--- src/rtl/fetch_sequencer_pkg.sv ---
// Shared widths, reset PC, PC step and FSM state encoding for the instruction fetch sequencer.
package fetch_sequencer_pkg;

  localparam int          WORD_W       = 32;
  localparam int          ADDR_W       = 32;
  localparam logic [31:0] RESET_PC_DEF = 32'h0000_0000;
  localparam int          PC_STEP      = 4;
  localparam int          PERF_W       = 32;

  typedef enum logic [1:0] {
    IDLE  = 2'd0,
    REQ   = 2'd1,
    HOLD  = 2'd2,
    FLUSH = 2'd3
  } fetch_state_t;

endpackage

--- src/rtl/fetch_perf_counter.sv ---
// Saturating count of instructions consumed downstream (built only with FETCH_PERF_CNT_EN).
module fetch_perf_counter
  import fetch_sequencer_pkg::*;
(
  input  logic              clk,
  input  logic              reset,
  input  logic              inc_i,
  output logic [PERF_W-1:0] cnt_o
);

  function automatic logic [PERF_W-1:0] sat_inc(input logic [PERF_W-1:0] val);
    return (&val) ? val : val + 1'b1;
  endfunction

  always_ff @(posedge clk or posedge reset) begin
    if (reset)
      cnt_o <= '0;
    else if (inc_i)
      cnt_o <= sat_inc(cnt_o);
  end

endmodule

--- src/rtl/fetch_sequencer.sv ---
// Instruction fetch sequencer: single-outstanding imem requests, one-entry output register, branch redirect.
// Optional macro FETCH_PERF_CNT_EN adds perf_fetch_cnt_o (saturating consumed-instruction count).
module fetch_sequencer
  import fetch_sequencer_pkg::*;
#(
  parameter int              WORD     = WORD_W,
  parameter int              ADDR     = ADDR_W,
  parameter logic [ADDR-1:0] RESET_PC = ADDR'(RESET_PC_DEF)
) (
  input  logic            clk,
  input  logic            reset,
  output logic            imem_req_o,
  output logic [ADDR-1:0] imem_addr_o,
  input  logic            imem_ack_i,
  input  logic [WORD-1:0] imem_rdata_i,
  input  logic            stall_i,
  input  logic            branch_i,
  input  logic [ADDR-1:0] branch_pc_i,
  output logic            v_o,
  output logic [WORD-1:0] inst_o,
  output logic [ADDR-1:0] pc_o
`ifdef FETCH_PERF_CNT_EN
  ,
  output logic [PERF_W-1:0] perf_fetch_cnt_o
`endif
);

  fetch_state_t    state, state_nxt;
  logic [ADDR-1:0] fetch_pc, redirect_pc, branch_tgt;
  logic            consume, out_free;
  logic            capture, load_target, hold_target, flush_done;

  assign consume     = v_o & ~stall_i;
  assign out_free    = ~v_o | ~stall_i;
  assign branch_tgt  = branch_pc_i & ~ADDR'(3);
  assign imem_addr_o = fetch_pc;

  always_ff @(posedge clk or posedge reset) begin
    if (reset)
      state <= IDLE;
    else
      state <= state_nxt;
  end

  // A branch that lands while a request is in flight parks its target in
  // redirect_pc so the address stays stable until the stale response arrives.
  always_comb begin
    state_nxt   = state;
    imem_req_o  = 1'b0;
    capture     = 1'b0;
    load_target = 1'b0;
    hold_target = 1'b0;
    flush_done  = 1'b0;
    unique case (state)
      IDLE: begin
        state_nxt   = REQ;
        load_target = branch_i;
      end
      REQ: begin
        imem_req_o = out_free;
        if (branch_i) begin
          if (out_free && !imem_ack_i) begin
            state_nxt   = FLUSH;
            hold_target = 1'b1;
          end else begin
            state_nxt   = REQ;
            load_target = 1'b1;
          end
        end else if (!out_free) begin
          state_nxt = HOLD;
        end else if (imem_ack_i) begin
          capture = 1'b1;
        end
      end
      HOLD: begin
        if (branch_i || out_free)
          state_nxt = REQ;
        load_target = branch_i;
      end
      FLUSH: begin
        imem_req_o = 1'b1;
        if (imem_ack_i)
          state_nxt = REQ;
        if (branch_i) begin
          load_target = imem_ack_i;
          hold_target = ~imem_ack_i;
        end else begin
          flush_done = imem_ack_i;
        end
      end
      default: state_nxt = IDLE;
    endcase
  end

  always_ff @(posedge clk or posedge reset) begin
    if (reset) begin
      fetch_pc    <= RESET_PC;
      redirect_pc <= '0;
      v_o         <= 1'b0;
      inst_o      <= '0;
      pc_o        <= '0;
    end else begin
      if (branch_i)
        v_o <= 1'b0;
      else if (capture)
        v_o <= 1'b1;
      else if (consume)
        v_o <= 1'b0;

      if (capture) begin
        inst_o <= imem_rdata_i;
        pc_o   <= fetch_pc;
      end

      if (load_target)
        fetch_pc <= branch_tgt;
      else if (capture)
        fetch_pc <= fetch_pc + ADDR'(PC_STEP);
      else if (flush_done)
        fetch_pc <= redirect_pc;

      if (hold_target)
        redirect_pc <= branch_tgt;
    end
  end

`ifdef FETCH_PERF_CNT_EN
  fetch_perf_counter u_perf (
    .clk   (clk),
    .reset (reset),
    .inc_i (consume),
    .cnt_o (perf_fetch_cnt_o)
  );
`endif

endmodule
--- config.mk ---
export PLATFORM = sky130hd
export DESIGN_NAME = fetch_sequencer
export DESIGN_NICKNAME = d
export VERILOG_FILES = /design/src/rtl/fetch_sequencer_pkg.sv /design/src/rtl/fetch_perf_counter.sv /design/src/rtl/fetch_sequencer.sv
export SDC_FILE = /design/constraint.sdc
export NUM_CORES = 1
export LEC_CHECK = 0
export CORE_MARGIN = 2
export CORE_UTILIZATION = 51
export CTS_BUF_LIST = sky130_fd_sc_hd__clkbuf_16
export DETAILED_ROUTE_END_ITERATION = 7
export PLACE_DENSITY_LB_ADDON = 0.12
export SETUP_SLACK_MARGIN = 0.02
export SKIP_LAST_GASP = 1
export SLEW_MARGIN = 20
export SYNTH_ARGS = -nofsm -noshare
export SYNTH_HDL_FRONTEND = slang
export SYNTH_HIERARCHICAL = 1
export SYNTH_SLANG_ARGS = --single-unit
--- constraint.sdc ---
create_clock -name clk -period 8.8 [get_ports clk]
set_input_delay 1.32 -clock clk [delete_from_list [all_inputs] [get_ports clk]]
set_output_delay 1.32 -clock clk [all_outputs]
set_load 0.005 [all_outputs]
* Yosys cells after proc, flatten, opt, wreduce, memory -nomap -nowiden *
Index checks and enable logic that the tools add are counted.

operators by class
  $add $sub $neg = 1
  equality and inequality tests = 6
  muxes and demuxes = 27
  bitwise gates (word level) = 5
  reductions and logical operators = 8

operators with widths
  cell                   count
  $mux 32                3
  $add 32x3->32 const B  1
  $mux 1                 15
  $mux 2                 5
  $pmux 2 s4             1
  $reduce_bool 3->1      2
  $eq 2x2->1 const B     2
  $ne 2x2->1 const B     2
  $pmux 1 s2             2
  $ne 3x3->1 const B     1
  $not 1->1              3
  $pmux 1 s3             1
  $reduce_and 3->1       1
  $eq 2x1->1 const B     1
  $logic_not 2->1        1
  $reduce_or 2->1        1
  $and 1x1->1            1
  $logic_and 1x1->1      1
  $logic_not 1->1        1
  $logic_or 1x1->1       1
  $or 1x1->1             1

storage, ports and cells
  register bits after elaboration = 129
  bits of input ports = 69
  output and inout bits = 98
  word-level logic and storage cells = 53

* Longest topological paths before layout *
Gate-level depths: netlist of run 1.

  word-level depth = 7
  depth in mapped cells = 7
  gate-level depth less buffers = 6

* Worst setup path before layout of run 1 *
OpenSTA, ideal clock, no wires.

  path kind = in2out
  from = input stall_i
  to = output imem_req_o
  arrival = 1.592 ns
  path slack = 5.888 ns
  stages on the path = 2
  path buffers = 0
  path through = nand3b_1 and2_1

between the ends
  word-level cells in the longest chain between the ends = 3

RTL lines
  item             RTL line               RTL
  start, declared  fetch_sequencer.sv:16  input logic stall_i,
  $not 1->1        fetch_sequencer.sv:34  assign out_free = ~v_o | ~stall_i;
  $or 1x1->1       fetch_sequencer.sv:34
  $pmux 1 s2       fetch_sequencer.sv:54  unique case (state)
  end, declared    fetch_sequencer.sv:12  output logic imem_req_o,

Every way passes these cells.

* Final worst setup path of run 1 *
Same ends and word-level chain as after synthesis.

==> results of run 1 <==
-- cells by family (layout without fill, tap and decap cells) --
logic type      count (synthesis)  in the layout  synth area share, %
mux                            34             34                 6.61
compound gates                 76             76                 9.76
flops                         125            125                 54.6
simple gates                  282            282                 21.6
fa+ha+maj                       1              1                0.218
buf+inv                        38            201                 3.23
other cells                     1              4               0.0654
xor+xnor                       26             26                 3.97
-- through the flow --
step	hold WS [ps]	utilization, %	power [mW]
final	470	73.5	2.04
after global routing	486	73.5	2.15
after CTS	474	73.4	2.06
after detailed placement	461	68.1	1.37
after global placement	457	68.1	1.35
after floorplan	452	-	1.04
-- layout by cell type, fill, tap and decap left out, drive strengths merged, types with 2 or more instances in the layout --
cell type / count
a22o: 2
a22oi: 12
conb: 4
a211oi: 2
nand2: 215
clkbuf: 17
clkinv: 7
o22ai: 3
o221ai: 9
and3: 6
clkinvlp: 3
mux2i: 3
inv: 5
nor4: 2
buf: 6
o211ai: 6
dfrtp: 125
nand4: 9
and3b: 2
bufinv: 3
o21ai: 16
nand3: 18
mux2: 31
xor2: 20
nor2: 15
a221oi: 2
nor3: 4
a21oi: 13
clkdlybuf4s50: 160
nand3b: 4
a221o: 8
xnor2: 6
-- worst min-delay path by stage --
stage,from,slack [ps],end,depth (start not counted)
6_report,pc_o[17]$_DFFE_PP0P_,470,pc_o[17]$_DFFE_PP0P_,2
5_1_grt,pc_o[16]$_DFFE_PP0P_,490,pc_o[16]$_DFFE_PP0P_,2
4_1_cts,pc_o[16]$_DFFE_PP0P_,470,pc_o[16]$_DFFE_PP0P_,2
3_5_place_dp,inst_o[23]$_DFFE_PP0P_,460,inst_o[23]$_DFFE_PP0P_,2
3_3_place_gp,pc_o[17]$_DFFE_PP0P_,460,pc_o[17]$_DFFE_PP0P_,2
2_1_floorplan,redirect_pc[29]$_DFFE_PP0P_,450,imem_addr_o[29]$_DFFE_PP0P_,2
-- area by class of cell --
type	instances	area [sq um]	area share, %
inverter	3	13.8	0.172
sequential	125	3130	39.1
clock inverter	15	156	1.95
clock buffer	17	425	5.32
tap	140	175	2.19
timing repair buffer	166	1650	20.6
multi-input combinational	423	2450	30.6
-- metal layers --
metal  vias up  share of wire [%]  global-route usage, %
met2       185                 49                   40.8
met1      2391                 42                   33.6
li1       2282                  -                      -
met3        16                7.6                   6.47
met5         -                  0                      0
met4         0                1.5                   9.40
-- worst max-delay path: cells and delay by family --
family | cells | cell delay [ps]
and+or+nand+nor | 2 | 400
buffers and inverters | 2 | 940
-- where the power goes --
group          internal (mW)  switching, mW  total, mW
logic                  0.318          0.204      0.522
clock network          0.438          0.244      0.682
registers              0.712          0.126      0.839
total                   1.47          0.575       2.04
-- sequential cells by signal, summed over array words and instances (netlist names) --
| register | flops |
|---|---|
| inst_o | 32 |
| imem_addr_o | 30 |
| pc_o | 30 |
| redirect_pc | 30 |
| state | 2 |
| v_o | 1 |
==> out/results.ini, run 1 <==
[outcome]
status = complete, no violations

[routing]
via_per_inst = 5.48
via_count = 4874
firstDrtPassIters = 5
drcViolationCount = 0
postRouteAntennaNets = 0
drt_wl_total_mm = 15.0
first_iter_violations = 354
routedWlPerCell_um = 16.9

[critical_path]
worst_path_most_repeated_cell = clkdlybuf4s50_1
arrival_ps = 2670
end_kind = output pin
r2r_end = imem_addr_o[17]$_DFFE_PP0P_
r2r_slack_ps = 6380
path_max_fanout = 4
startpoint = stall_i
crit_type = in2out
rr_worst_depth = 4
endpoint = imem_req_o
path_cells = clkdlybuf4s50_1 -> nand3b_1 -> and2_1 -> clkdlybuf4s50_1
start_kind = input pin
slowest_stage = clkdlybuf4s50_1
max_stage_delay_ps = 490
regToRegStartpoint = state[0]$_DFFE_PP0P_
critPathRequiredTime_ps = 7480

[synthesis]
synth_area_leaders = dfrtp_1 55%, nand2_1 14%, mux2_2 6.1%, xor2_1 3.1%, buf_2 1.8%
synth.top_cell.area_share_pct = 54.6
synth_edf_count = 0
yosysTopAreaCell = dfrtp_1
avgSynthCellArea_sq_um = 9.83
synth_common_cells = 215 x nand2_1, 125 x dfrtp_1, 31 x mux2_2
yosysUniqueCellTypes = 48
syn_inst = 583
yosysWarnings = 6
synth_flop_cell = dfrtp_1
yosysMostFrequentCell = nand2_1
async_reset_ff_share_pct = 100
syn_area_sq_um = 5730
synth_seq_cells = 125
yosysSeqAreaShare_pct = 54.6

[job]
maxCapViolations = 0

[timing]
clock_skew_ps = 14.2
maxSlewHeadroom_pct = 30.0
clock.fmax_mhz = 251
tns_ps = 0
finalSetupViolations = 0
period_minus_slack_ps = 3990
period_share_pct = 45.3
rsz0062_at_grt = false
max_slew.worst_pin.slew_ps = 1050
hold_viol = 0
setup_ws_ps = 4810
drv_slew = 0

[global_route]
grt_pass1_vias = 4764
track_usage_pct = 25.5
grt_pass1_wl_mm = 23.6
antenna_found_initial = 0
grt_max_degree = 90
gr-total-overflow = 0

[cts]
cts_tree = yes
clkSlewWorstSetupHoldPaths_ps = 50
cts_root_buf = clkbuf_16
cts_buffers = 17
cts_setup_buffers = 0
holdBufCountCts = 0
clk_latency_ps = 420
h-tree-depth = 4
clock_path_buffers = 2
clock_sinks = 125
cts_resized = 0

[power_and_ir_drop]
p_per_area_nw_per_um2 = 255
p_leak_nw = 3.55
ir_drop_mv = 0.142

[cells_and_area]
fillers = 793
drive_gt1_share_pct = 10.8
syn_to_final_growth_pct = 39.6
stdcell_count = 889
antennaDiodeCount = 0
final_nets = 806
final_cell_area_sq_um = 8000

[die]
die_h_um = 110
rows = 38
start_util_pct = 52.6
io_pins = 167
dieArea_sq_um = 12100
fp.coreArea_sq_um = 10900
die_x_um = 110

[placed_design]
place_ws_ps = 4700
gp_congestion = 0.820
place_area_sq_um = 7410
numPortBuffers = 160
dpl.cell_count = 857
place_hpwl_mm = 9.82

[worst_hold_path]
hp-class = reg2reg

Note: power is estimated with default switching activity, not from simulation.
==> inputs of run 2 (changes only) <==
--- a/config.mk
+++ b/config.mk
@@ -6,7 +6,7 @@
 export NUM_CORES = 1
 export LEC_CHECK = 0
 export CORE_MARGIN = 2
-export CORE_UTILIZATION = 51
+export CORE_UTILIZATION = 43
 export CTS_BUF_LIST = sky130_fd_sc_hd__clkbuf_16
 export DETAILED_ROUTE_END_ITERATION = 7
 export PLACE_DENSITY_LB_ADDON = 0.12
==> constraint.sdc (replaced) <==
create_clock -name clk -period 3.3 [get_ports clk]
set_input_delay 0.495 -clock clk [delete_from_list [all_inputs] [get_ports clk]]
set_output_delay 0.495 -clock clk [all_outputs]
set_load 0.005 [all_outputs]
==> run 2 against run 1 <==
Effect of this change:
- sequential share of layout area shrank 0.26 points
- clock power grew 130%
- global-route usage shrank 3.6 points
- clock skew shrank 8.4 ps
- critical endpoint is now imem_addr_o[28]$_DFFE_PP0P_
- critical path type is now reg2reg
- critical path depth grew 2
- die area grew 18%
- core utilization shrank 12 points
- combinational power grew to 2.7 times the previous value
- first-iteration DRC count shrank 39%
- register-to-register slack lost 5500 ps
- largest cell class unchanged
- sequential power grew to 2.7 times the previous value
- hold slack lost 2.0 ps
==> out/results.ini, run 2 (synthesized netlist as in run 1, its figures left out) <==
[outcome]
status = complete, no violations  ; unchanged

[critical_path]
rr_worst_depth = 6  ; was 4
crit_type = reg2reg  ; was in2out
arrival_ps = 2690  ; was 2670 ps
r2r_end = imem_addr_o[28]$_DFFE_PP0P_  ; was imem_addr_o[17]$_DFFE_PP0P_
critPathRequiredTime_ps = 3570  ; was 7480 ps
start_kind = flip-flop  ; was input pin
regToRegStartpoint = imem_addr_o[2]$_DFFE_PP0P_  ; was state[0]$_DFFE_PP0P_
path_max_fanout = 7  ; was 4
r2r_slack_ps = 880  ; was 6380 ps
end_kind = flip-flop  ; was output pin

[die]
die_x_um = 119  ; was 110 um
fp.coreArea_sq_um = 13100  ; was 10900 sq um
rows = 42  ; was 38
die_h_um = 119  ; was 110 um
io_pins = 167  ; unchanged
start_util_pct = 43.6  ; was 52.6%
dieArea_sq_um = 14300  ; was 12100 sq um

[routing]
postRouteAntennaNets = 0  ; unchanged
routedWlPerCell_um = 16.4  ; was 16.9 um
via_per_inst = 5.20  ; was 5.48
drt_wl_total_mm = 15.3  ; was 15.0 mm
first_iter_violations = 217  ; was 354
via_count = 4858  ; was 4874
firstDrtPassIters = 6  ; was 5
drcViolationCount = 0  ; unchanged

[placed_design]
gp_congestion = 0.821  ; was 0.820
place_hpwl_mm = 10.4  ; was 9.82 mm
numPortBuffers = 160  ; unchanged

[cells_and_area]
largest_reg_flops = 32  ; unchanged
seq_area_sq_um = 3130  ; unchanged
syn_to_final_growth_pct = 40.5  ; was 39.6%
final_cell_mix = 215 x nand2_1, 160 x clkdlybuf4s50_1, 125 x dfrtp_1  ; unchanged
drive_gt1_share_pct = 11.2  ; was 10.8%
multi_input_area_sq_um = 2450  ; about the same
antennaDiodeCount = 0  ; unchanged
fillers = 1138  ; was 793
max_flop_register = inst_o  ; unchanged
final_common_cell = nand2_1  ; unchanged
final_nets = 815  ; was 806

[worst_hold_path]
hp-class = reg2reg  ; unchanged
min_path_cells = 2  ; unchanged
min_to = pc_o[15]$_DFFE_PP0P_  ; was pc_o[17]$_DFFE_PP0P_
min_from = pc_o[15]$_DFFE_PP0P_  ; was pc_o[17]$_DFFE_PP0P_

[timing]
finalSetupViolations = 0  ; unchanged
drv_slew = 0  ; unchanged
maxSlewHeadroom_pct = 40.2  ; was 30.0%
clock_skew_ps = 5.78  ; was 14.2 ps
rsz0062_at_grt = false  ; unchanged
hold_viol = 0  ; unchanged
clock.fmax_mhz = 414
period_share_pct = 73.2
period_minus_slack_ps = 2420
max_slew.worst_pin.slew_ps = 895  ; was 1050 ps
fin_hold_ws_ps = 468  ; was 470 ps
tns_ps = 0  ; unchanged

[global_route]
grt_busiest_layer = met2  ; unchanged
grt_pass1_wl_mm = 24.6  ; was 23.6 mm
met3_usage_pct = 4.98  ; was 6.47%
gr-total-overflow = 0  ; unchanged
grt_max_degree = 45  ; was 90
use_met2_pct = 35.1  ; was 40.8%
grt_use_met1_pct = 29.2  ; was 33.6%
grt_pass1_vias = 4836  ; was 4764
track_usage_pct = 21.9  ; was 25.5%
antenna_found_initial = 0  ; unchanged

[job]
maxCapViolations = 0  ; unchanged

[cts]
clock_path_buffers = 2  ; unchanged
cts_resized = 0  ; unchanged
cts_root_buf = clkbuf_16  ; unchanged
cts_buffers = 17  ; unchanged
cts_setup_buffers = 0  ; unchanged
holdBufCountCts = 0  ; unchanged
clk_latency_ps = 410  ; was 420 ps
cts_tree = yes  ; unchanged
clkSlewWorstSetupHoldPaths_ps = 50  ; about the same
clock_sinks = 125  ; unchanged
h-tree-depth = 4  ; unchanged

[power_and_ir_drop]
clockPowerShare_pct = 29.9  ; was 33.4%
p_leak_nw = 3.57  ; was 3.55 nW
ir_drop_mv = 0.304  ; was 0.142 mV
p_int_mw = 3.68  ; was 1.47 mW
share_seq_of_total_power_pct = 43.1  ; was 41.0%
p_comb_share_pct = 27.0  ; was 25.6%
p_sw_share_pct = 28.9  ; was 28.1%
p_per_area_nw_per_um2 = 643  ; was 255 nW/um^2
switchingPower_mw = 1.49  ; was 0.575 mW

[run 2: changes by cell type in the layout (fill, tap and decap cells not counted), sizes merged]
cell,before,now
buf,6,15
clkinv,7,13
inv,5,4
bufinv,3,0
clkinvlp,3,1
[run 2: power by group through the flow]
stage,Sequential [mW],Combinational [mW],Clock [mW]
floorplan,2.20,0.564,0
global placement,2.24,1.38,0
global route,2.29,1.53,1.66
finish,2.23,1.40,1.55
detailed placement,2.25,1.41,0
CTS,2.23,1.42,1.59
[run 2: area by class of cell]
cell class	count	share of cell area, %
well taps	176	2.73
repair buffers	175	21.7
clock inverters	15	0.808
flip-flops and latches	125	38.8
clock buffers	17	5.28
multi-input cells	423	30.4
inverters	3	0.186
[run 2: worst max-delay path by stage]
stage	to	start	slack (ps)	cells after the start
after global placement	imem_addr_o[26]$_DFFE_PP0P_	branch_i	730	7
final	imem_addr_o[28]$_DFFE_PP0P_	imem_addr_o[2]$_DFFE_PP0P_	880	6
after CTS	imem_addr_o[28]$_DFFE_PP0P_	imem_addr_o[2]$_DFFE_PP0P_	870	6
after global routing	imem_addr_o[28]$_DFFE_PP0P_	imem_addr_o[2]$_DFFE_PP0P_	700	6
after detailed placement	imem_addr_o[14]$_DFFE_PP0P_	branch_i	690	7
after floorplan	imem_addr_o[10]$_DFFE_PP0P_	reset	1270	1
[run 2: worst max-delay path, stage by stage, from the launching register on]
cell	delay [ps]
dfrtp_1	490
ha_1	250
nand3_1	160
nor4_2	800
nand4_1	210
xor2_1	240
o221ai_2	120
[run 2: per-stage QoR]
step / std cells / utilization, % / area (sq um) / power (mW) / setup slack (ps)
2_1_floorplan: 586 / - / 5750 / 2.76 / 1270
3_3_place_gp: 902 / 57.6 / 7560 / 3.61 / 727
3_5_place_dp: 902 / 57.6 / 7560 / 3.66 / 686
4_1_cts: 934 / 61.3 / 8060 / 5.23 / 866
5_1_grt: 934 / 61.3 / 8060 / 5.47 / 705
6_report: 934 / 61.3 / 8060 / 5.18 / 883
[run 2: routing by layer]
| metal | routed length, um | vias to the layer above |
|---|---|---|
| met5 | 0 | - |
| met4 | 292 | 0 |
| met3 | 810 | 23 |
| met2 | 7290 | 169 |
| met1 | 6930 | 2360 |
| li1 | - | 2306 |
==> inputs of run 3 (changes only) <==
==> constraint.sdc (replaced) <==
create_clock -name clk -period 2 [get_ports clk]
set_input_delay 0.3 -clock clk [delete_from_list [all_inputs] [get_ports clk]]
set_output_delay 0.3 -clock clk [all_outputs]
set_load 0.005 [all_outputs]
==> run 3 against run 2 <==
Effect of this change:
- global-route usage increased by 0.32 points
- first-iteration DRC count increased by 8.8%
- maximum frequency increased by 24%
- clock power increased by 59%
- largest power group unchanged
==> out/results.ini, run 3 (synthesized netlist as in run 1, its figures left out) <==
[outcome]
status = complete, no violations  ; unchanged

[timing]
tns_ps = 0  ; unchanged
max_slew.worst_pin.slew_ps = 626  ; was 895 ps
maxSlewHeadroom_pct = 58.3  ; was 40.2%
clock.fmax_mhz = 515  ; was 414 MHz
finalSetupViolations = 0  ; unchanged
hold_viol = 0  ; unchanged
rsz0062_at_grt = true  ; was false
drv_slew = 0  ; unchanged
period_minus_slack_ps = 1940  ; was 2420 ps
setup_ws_ps = 56.9  ; was 883 ps
clock_skew_ps = 9.16  ; was 5.78 ps
period_share_pct = 97.2  ; was 73.2%

[placed_design]
numPortBuffers = 160  ; unchanged
place_hpwl_mm = 10.6  ; was 10.4 mm
place_ws_ps = -360  ; was 686 ps
gp_congestion = 0.835  ; was 0.821
place_area_sq_um = 7800  ; was 7560 sq um

[cells_and_area]
final_cell_area_sq_um = 8310  ; was 8060 sq um
final_common_cell = nand2_1  ; unchanged
drive_gt1_share_pct = 14.6  ; was 11.2%
final_nets = 848  ; was 815
antennaDiodeCount = 0  ; unchanged
fillers = 1102  ; was 1138
max_flop_register = inst_o  ; unchanged
largest_reg_flops = 32  ; unchanged
syn_to_final_growth_pct = 44.9  ; was 40.5%
fin_util_pct = 63.2  ; was 61.3%
final_cell_mix = 215 x nand2_1, 159 x clkdlybuf4s50_1, 125 x dfrtp_1  ; was 215 x nand2_1, 160 x clkdlybuf4s50_1, 125 x dfrtp_1

[cts]
cts_root_buf = clkbuf_16  ; unchanged
cts_tree = yes  ; unchanged
clk_latency_ps = 410  ; about the same
clock_sinks = 125  ; unchanged
clkSlewWorstSetupHoldPaths_ps = 50  ; about the same
h-tree-depth = 4  ; unchanged
clock_path_buffers = 2  ; unchanged
holdBufCountCts = 0  ; unchanged
cts_buffers = 17  ; unchanged

[critical_path]
rr_worst_depth = 7  ; was 6
critPathRequiredTime_ps = 2280  ; was 3570 ps
start_kind = flip-flop  ; unchanged
end_kind = flip-flop  ; unchanged
max_stage_delay_ps = 400  ; was 800 ps
arrival_ps = 2230  ; was 2690 ps
path_max_fanout = 38  ; was 7
crit_type = reg2reg  ; unchanged
path_cells = nand3b_1 -> buf_4 -> a21boi_4 -> buf_6 -> mux2_2 -> a22oi_1 -> o21ai_1  ; was ha_1 -> nand3_1 -> nor4_2 -> nand4_1 -> xor2_1 -> o221ai_2
slowest_stage = dfrtp_1  ; was nor4_2

[power_and_ir_drop]
p_sw_share_pct = 28.3  ; was 28.9%
clockPowerShare_pct = 28.8  ; was 29.9%
p_comb_share_pct = 29.6  ; was 27.0%
total_power_mw = 8.60  ; was 5.18 mW
p_leak_nw = 3.72  ; was 3.57 nW
p_int_mw = 6.17  ; was 3.68 mW
switchingPower_mw = 2.43  ; was 1.49 mW
share_seq_of_total_power_pct = 41.6  ; was 43.1%
p_per_area_nw_per_um2 = 1040  ; was 643 nW/um^2
ir_drop_mv = 0.560  ; was 0.304 mV

[global_route]
grt_max_degree = 85  ; was 45
track_usage_pct = 22.2  ; was 21.9%
grt_pass1_wl_mm = 24.9  ; was 24.6 mm
grt_pass1_vias = 4901  ; was 4836
gr-total-overflow = 0  ; unchanged
antenna_found_initial = 0  ; unchanged

[routing]
drt_wl_total_mm = 15.3  ; about the same
via_per_inst = 5.11  ; was 5.20
firstDrtPassIters = 4  ; was 6
first_iter_violations = 236  ; was 217
routedWlPerCell_um = 15.8  ; was 16.4 um
drcViolationCount = 0  ; unchanged
postRouteAntennaNets = 0  ; unchanged
via_count = 4922  ; was 4858

[die]
dieArea_sq_um = 14300  ; unchanged
start_util_pct = 43.6  ; unchanged
rows = 42  ; unchanged
die_h_um = 119  ; unchanged
io_pins = 167  ; unchanged
die_x_um = 119  ; unchanged
fp.coreArea_sq_um = 13100  ; unchanged

[worst_hold_path]
hp-class = in2async  ; was reg2reg

[job]
maxCapViolations = 0  ; unchanged

==> run 3: final timing paths <==
kind | slack, ps | from | to
min in group clk | 420 | imem_rdata_i[20] | inst_o[20]$_DFFE_PP0P_
worst min-delay path | 370 | reset | inst_o[22]$_DFFE_PP0P_
worst max-delay path | 60 | state[1]$_DFFE_PP0P_ | imem_addr_o[27]$_DFFE_PP0P_
max in group asynchronous | 1190 | reset | imem_addr_o[7]$_DFFE_PP0P_
worst min register to register | 470 | pc_o[4]$_DFFE_PP0P_ | pc_o[4]$_DFFE_PP0P_
worst max register to register | 60 | state[1]$_DFFE_PP0P_ | imem_addr_o[27]$_DFFE_PP0P_
==> run 3: metrics by stage <==
stage          hold WS [ps]  std cells
2_1_floorplan           405        586
3_3_place_gp            457        932
3_5_place_dp            462        932
4_1_cts                 392        962
5_1_grt                 413        963
6_report                367        963
==> run 3: worst max-delay path: cells and delay by family (launching register included) <==
kind,cells,cell delay [ps]
buffers and inverters,2,470
AOI/OAI and AO/OA,3,370
muxes,1,380
DFF,1,400
and+or+nand+nor,1,180
==> run 3: final cells by class <==
cell class | count | area, sq um | share of cell area (%)
sequential | 125 | 3130 | 37.7
multi-input combinational | 423 | 2460 | 29.6
timing repair buffer | 208 | 2020 | 24.3
clock buffer | 17 | 425 | 5.12
tap | 176 | 220 | 2.65
clock inverter | 11 | 43.8 | 0.527
inverter | 3 | 15.0 | 0.181
==> run 3: metal layers <==
metal  up-vias  track usage, %  wire, um
met4         0            6.18       191
met1      2387            29.7      6810
li1       2369               -         -
met2       148            36.1      7510
met3        18            5.60       733
met5         -               0         0
==> run 3: power by group through the flow <==
stage	combinational, mW	sequential [mW]	clock [mW]
after global routing	2.78	3.66	2.65
final	2.55	3.58	2.47
after global placement	2.50	3.59	0
after detailed placement	2.56	3.62	0
after CTS	2.57	3.58	2.54
after floorplan	0.930	3.63	0
==> run 3: what timing repair did <==
item                       CTS  global route
setup endpoints to repair    1            11
setup buffers                2             1
gates resized for setup      1             4
gates cloned                 0             0
pin swaps                    0             1
